`src/rtl/simple_axi_to_axi_read.sv`:
```
// Simple-bus read request to AXI4 INCR read bursts, beats streamed back with backpressure.
// Optional SIMPLE_AXI_READ_4K_SPLIT_EN: also cap each burst at the next 4 KB boundary.
module simple_axi_to_axi_read #(
  parameter int AXI_ADDR_W = 32,
  parameter int AXI_DATA_W = 32,
  parameter int AXI_LEN_W  = 8,
  parameter int AXI_ID_W   = 1,
  parameter int LEN_W      = 20
) (
  input  logic                  clk_i,
  input  logic                  rst_n_i,
  input  logic                  m_rvalid_i,
  input  logic [AXI_ADDR_W-1:0] m_raddr_i,
  input  logic [LEN_W-1:0]      m_rlen_i,
  output logic                  m_rdata_valid_o,
  output logic [AXI_DATA_W-1:0] m_rdata_o,
  input  logic                  m_rdata_ready_i,
  output logic                  m_rlast_o,
  output logic                  m_rdone_o,
  output logic                  m_rerror_o,
  output logic [AXI_ID_W-1:0]   axi_arid_o,
  output logic [AXI_ADDR_W-1:0] axi_araddr_o,
  output logic [AXI_LEN_W-1:0]  axi_arlen_o,
  output logic [2:0]            axi_arsize_o,
  output logic [1:0]            axi_arburst_o,
  output logic                  axi_arlock_o,
  output logic [3:0]            axi_arcache_o,
  output logic [2:0]            axi_arprot_o,
  output logic [3:0]            axi_arqos_o,
  output logic                  axi_arvalid_o,
  input  logic                  axi_arready_i,
  input  logic [AXI_ID_W-1:0]   axi_rid_i,
  input  logic [AXI_DATA_W-1:0] axi_rdata_i,
  input  logic [1:0]            axi_rresp_i,
  input  logic                  axi_rlast_i,
  input  logic                  axi_rvalid_i,
  output logic                  axi_rready_o
);

  typedef enum logic [2:0] {
    S_IDLE = 3'd0,
    S_CALC = 3'd1,
    S_ADDR = 3'd2,
    S_DATA = 3'd3,
    S_GAP  = 3'd4
  } state_t;

  localparam logic [31:0] MAX_BEATS = 32'd1 << AXI_LEN_W;

  state_t                state;
  logic [AXI_ADDR_W-1:0] addr_q;
  logic [AXI_ADDR_W-1:0] araddr_q;
  logic [31:0]           remaining;
  logic [AXI_LEN_W-1:0]  arlen_q;
  logic [AXI_LEN_W-1:0]  beat_cnt;
  logic                  arvalid_q;
  logic                  rdone_q;
  logic                  rerror_q;

  logic [31:0] req_beats;
  logic [31:0] burst_beats;
  logic [31:0] cur_beats;
  logic        in_data;
  logic        last_cnt;
  logic        r_hs;
  logic        unused_bits;

  assign req_beats = ((32'(m_rlen_i) - 32'd1) >> 2) + 32'd1;
  assign cur_beats = 32'(arlen_q) + 32'd1;

`ifdef SIMPLE_AXI_READ_4K_SPLIT_EN
  logic [31:0] beats_to_4k;
  assign beats_to_4k = 32'((13'h1000 - {1'b0, addr_q[11:0]}) >> 2);
`endif

  always_comb begin
    burst_beats = (remaining > MAX_BEATS) ? MAX_BEATS : remaining;
`ifdef SIMPLE_AXI_READ_4K_SPLIT_EN
    if (burst_beats > beats_to_4k) burst_beats = beats_to_4k;
`endif
  end

  // R channel is a zero-latency pass-through while a burst is in flight
  assign in_data         = (state == S_DATA);
  assign last_cnt        = (beat_cnt == arlen_q);
  assign r_hs            = in_data & axi_rvalid_i & m_rdata_ready_i;
  assign m_rdata_valid_o = in_data & axi_rvalid_i;
  assign m_rdata_o       = in_data ? axi_rdata_i : '0;
  assign axi_rready_o    = in_data & m_rdata_ready_i;
  assign m_rlast_o       = in_data & last_cnt & (remaining == 32'd0);
  assign m_rdone_o       = rdone_q;
  assign m_rerror_o      = rerror_q;

  assign axi_arid_o    = '0;
  assign axi_araddr_o  = araddr_q;
  assign axi_arlen_o   = arlen_q;
  assign axi_arsize_o  = 3'b010;
  assign axi_arburst_o = 2'b01;
  assign axi_arlock_o  = 1'b0;
  assign axi_arcache_o = '0;
  assign axi_arprot_o  = '0;
  assign axi_arqos_o   = '0;
  assign axi_arvalid_o = arvalid_q;

  assign unused_bits = ^{axi_rid_i, m_raddr_i[1:0]};

  always_ff @(posedge clk_i) begin
    if (!rst_n_i) begin
      state     <= S_IDLE;
      addr_q    <= '0;
      araddr_q  <= '0;
      remaining <= '0;
      arlen_q   <= '0;
      beat_cnt  <= '0;
      arvalid_q <= 1'b0;
      rdone_q   <= 1'b0;
      rerror_q  <= 1'b0;
    end else begin
      rdone_q <= 1'b0;
      case (state)
        S_IDLE: begin
          if (m_rvalid_i) begin
            if (m_rlen_i != '0) begin
              addr_q    <= {m_raddr_i[AXI_ADDR_W-1:2], 2'b00};
              remaining <= req_beats;
              rerror_q  <= 1'b0;
              state     <= S_CALC;
            end else begin
              rdone_q <= 1'b1;
            end
          end
        end
        S_CALC: begin
          arlen_q   <= AXI_LEN_W'(burst_beats - 32'd1);
          araddr_q  <= addr_q;
          arvalid_q <= 1'b1;
          state     <= S_ADDR;
        end
        S_ADDR: begin
          if (axi_arready_i) begin
            arvalid_q <= 1'b0;
            beat_cnt  <= '0;
            addr_q    <= addr_q + AXI_ADDR_W'(cur_beats << 2);
            remaining <= remaining - cur_beats;
            state     <= S_DATA;
          end
        end
        S_DATA: begin
          if (r_hs) begin
            beat_cnt <= beat_cnt + AXI_LEN_W'(1);
            // burst end follows our own count; a disagreeing rlast only flags an error
            if ((axi_rresp_i != 2'b00) || (axi_rlast_i != last_cnt)) rerror_q <= 1'b1;
            if (last_cnt) state <= S_GAP;
          end
        end
        S_GAP: begin
          if (remaining == 32'd0) begin
            rdone_q <= 1'b1;
            state   <= S_IDLE;
          end else begin
            state <= S_CALC;
          end
        end
        default: state <= S_IDLE;
      endcase
    end
  end

endmodule

```
`config.mk`:
```
export PLATFORM = sky130hd
export DESIGN_NAME = simple_axi_to_axi_read
export DESIGN_NICKNAME = d
export VERILOG_FILES = /design/src/rtl/simple_axi_to_axi_read.sv
export SDC_FILE = /design/constraint.sdc
export NUM_CORES = 1
export LEC_CHECK = 0
export CAP_MARGIN = 20
export CORE_AREA = 2 2 121 123
export CTS_CLUSTER_SIZE = 8
export DETAILED_ROUTE_END_ITERATION = 6
export DIE_AREA = 0 0 123 125
export PLACE_DENSITY_LB_ADDON = 0.3
export REMOVE_ABC_BUFFERS = 1
export SLEW_MARGIN = 20
export SYNTH_ARGS = -nofsm -noshare
export SYNTH_HDL_FRONTEND = slang
export SYNTH_SLANG_ARGS = --single-unit
```
`constraint.sdc`:
```
create_clock -name clk_i -period 4.94 [get_ports clk_i]
set_input_delay 0.494 -clock clk_i [delete_from_list [all_inputs] [get_ports clk_i]]
set_output_delay 0.494 -clock clk_i [all_outputs]
set_load 0.01 [all_outputs]
```
==> results.json <==
{
  "status": "finished, final reports clean",
  "rsz0062_at_grt": "false",
  "dominantRegCellSynth": "dfxtp_1",
  "avgSynthCellArea_um2": 7.59,
  "yosys_warnings": 0,
  "cts_resized": 0,
  "synthArstFlopShare_pct": 0,
  "critPathTopFamily": "compound AO/OA/AOI/OAI gates",
  "synth_edf_count": 0,
  "rows": 44,
  "clkSinkCount": 114,
  "crit_chain": "ha_1 -> nand3_1 -> nor2_1 -> xor2_1 -> inv_1 -> ha_1 -> a2111o_1 -> o21ai_0 -> o21ai_1 -> buf_4 -> or4_1 -> a21oi_1",
  "synth_seq_cells": 114,
  "antenna_found_initial": 0,
  "drt_iter0_drc": 832,
  "finalHoldViolCount": 0,
  "maxCapViolCount": 0,
  "cpMaxStageDelayCell": "or4_1",
  "cts-root-buf": "clkbuf_16",
  "cts.htree.levels": 4,
  "worstPathRequired_ns": 5.28,
  "insertion_delay_ns": 0.42,
  "portBuffers": 166,
  "dieArea_um2": 15400,
  "multi_input_area_um2": 4830,
  "die_w_um": 123,
  "grt_pass1_wl_um": 37200,
  "start_util_pct": 52.9,
  "firstDrtPassIters": 6,
  "end_kind": "flip-flop",
  "yosysSeqAreaShare_pct": 30.4,
  "ios": 190,
  "grt_pass1_vias": 7412,
  "drive_gt1_share_pct": 5.36,
  "regArea_um2": 2280,
  "routed_wirelength_um": 22800,
  "period_share_pct": 72.4,
  "worstMarginPinSlew_ns": 0.810,
  "vias": 8035,
  "core-area_um2": 14200,
  "post_cts_buffers": 0,
  "slew_headroom_pct": 45.8,
  "critPathMaxStageDelay_ns": 0.48,
  "finalSetupViolCount": 0,
  "instances_no_fill": 1321,
  "cts_hold_buf": 0,
  "fin_crit_ns": 3.58,
  "power_density_nw_per_um2": 440,
  "die_y_um": 125,
  "fin_area_um2": 9820,
  "grt_use_total_pct": 30.1,
  "cp-start-kind": "flip-flop",
  "crit_buf_inv": 2,
  "crit_type": "reg -> reg",
  "power.total_uw": 4320,
  "worstPathArrival_ns": 3.92,
  "netlist_instances": 990,
  "setup_tns_ns": 0,
  "vdd_drop_max_mv": 0.285,
  "yosys.area.top_type": "dfxtp_1",
  "syn_area_um2": 7520,
  "p_leak_uw": 0.00381,
  "diodes": 0,
  "nFillCells": 1169,
  "overflow": 0,
  "regToRegSetupSlack_ns": 1.36,
  "wire_per_inst_um": 17.2,
  "dp_cells": 1289,
  "fin_skew_ns": 0.00601,
  "max_freq_mhz": 280,
  "clk_pin_slew_ns": 0.06,
  "hpwl_um": 15700,
  "finalWeightedCongestion": 0.908,
  "worstPathMaxFanout": 19,
  "cts_tree": "yes",
  "cts_buffer_depth": 2,
  "drc": 0,
  "placed_area_um2": 9180,
  "path_common_cell": "ha_1",
  "viasPerCell": 6.08,
  "fin_nets": 1242,
  "synthTopCellsByArea": "dfxtp_1 (30%), nand2_1 (6.8%), a21oi_1 (5.1%), and3_1 (4.4%), ha_1 (3.7%)",
  "final-max-slew-violation-count": 0,
  "area_delta_synth_final_pct": 30.7,
  "grt_max_degree": 62,
  "synthDistinctLibCells": 74,
  "synth_top_area_share_pct": 30.4,
  "worstHoldPathType": "reg -> reg",
  "cts_buffers": 17,
  "ant_nets": 0
}
[state kept, by name, indices dropped and copies added, names as in the netlist]
signal,flops
axi_araddr_o,30
addr_q,30
m_rdone_o,1
axi_arlen_o,8
state,3
axi_arvalid_o,1
beat_cnt,8
remaining,32
m_rerror_o,1
[worst min-delay path: cells and delay by family (launching register included)]
family | cells | cell delay, ns
AOI/OAI and AO/OA | 1 | 0.05
DFF | 1 | 0.30
and+or+nand+nor | 1 | 0.05
[placed cells by master (no fill, tap or decap), types with 13 or more instances in the layout]
cell type	n
clkdlybuf4s50_1	166
conb_1	20
nor2_1	68
nor3_1	23
and3_1	53
ha_1	22
nand4_1	18
a21oi_1	77
nand3_1	38
or4_1	18
o21ai_0	39
dfxtp_1	114
inv_1	23
xor2_1	25
a211oi_1	20
nor4_1	13
xnor2_1	26
nand2_1	136
a31oi_1	19
clkbuf_16	17
[cell families after synthesis]
kind of cell | after synthesis | share of synthesized area (%)
AO/OA/AOI/OAI | 260 | 22.8
XOR/XNOR | 52 | 6.24
adder cells (fa/ha/maj) | 24 | 4.20
buffers and inverters | 105 | 6.44
flip-flops | 114 | 30.4
multiplexers | 6 | 0.799
other | 2 | 0.0999
AND/OR/NAND/NOR | 427 | 29.1
[power breakdown]
part / internal (uW) / leakage, uW / switching (uW)
Combinational: 721 / 0.00258 / 1030
Clock: 868 / 0.000301 / 451
Sequential: 1070 / 0.000931 / 178
[synthesized netlist by cell type, drive strengths merged (11+ instances only)]
library cell / count
o31ai: 11
clkbuf: 51
nor4: 15
ha: 22
nor3: 24
dfxtp: 114
inv: 23
and3: 53
or4: 19
or3: 13
xnor2: 26
a31oi: 19
buf: 30
a211oi: 20
xor2: 25
nand4: 18
nand2: 137
nor2: 69
o21ai: 43
nand3: 38
a21oi: 77
[per-layer routing]
layer  vias to the layer above  GRT usage, %  share of wire (%)
li1                       3888             -                  -
met1                      3719          37.8                 41
met2                       383          50.2                 48
met3                        45          6.11                8.8
met4                         0          12.0                2.4
met5                         -             0                  0
[metrics by stage]
| step | hold slack (ns) | setup WS, ns | util (%) |
|---|---|---|---|
| floorplan | 0.441 | 0.716 | - |
| global placement | 0.443 | 1.36 | 64.6 |
| detailed placement | 0.445 | 1.35 | 64.6 |
| CTS | 0.453 | 1.39 | 69.1 |
| global route | 0.470 | 1.03 | 69.2 |
| finish | 0.452 | 1.36 | 69.2 |
[cell type report]
cell class	count	share of cell area [%]
tap	184	2.34
inverter	24	0.917
clock buffer	19	4.61
sequential	114	23.2
timing repair buffer	178	17.8
clock inverter	13	1.86
multi-input combinational	789	49.2
[final timing paths]
check                                   endpoint  cells past startpoint              from
worst min-delay path            axi_araddr_o[22]                      2  axi_araddr_o[22]
worst max register to register     remaining[29]                     12    axi_arlen_o[1]
worst max-delay path               remaining[29]                     12    axi_arlen_o[1]
worst min register to register  axi_araddr_o[22]                      2  axi_araddr_o[22]
Note: power is estimated with default switching activity, not from simulation.
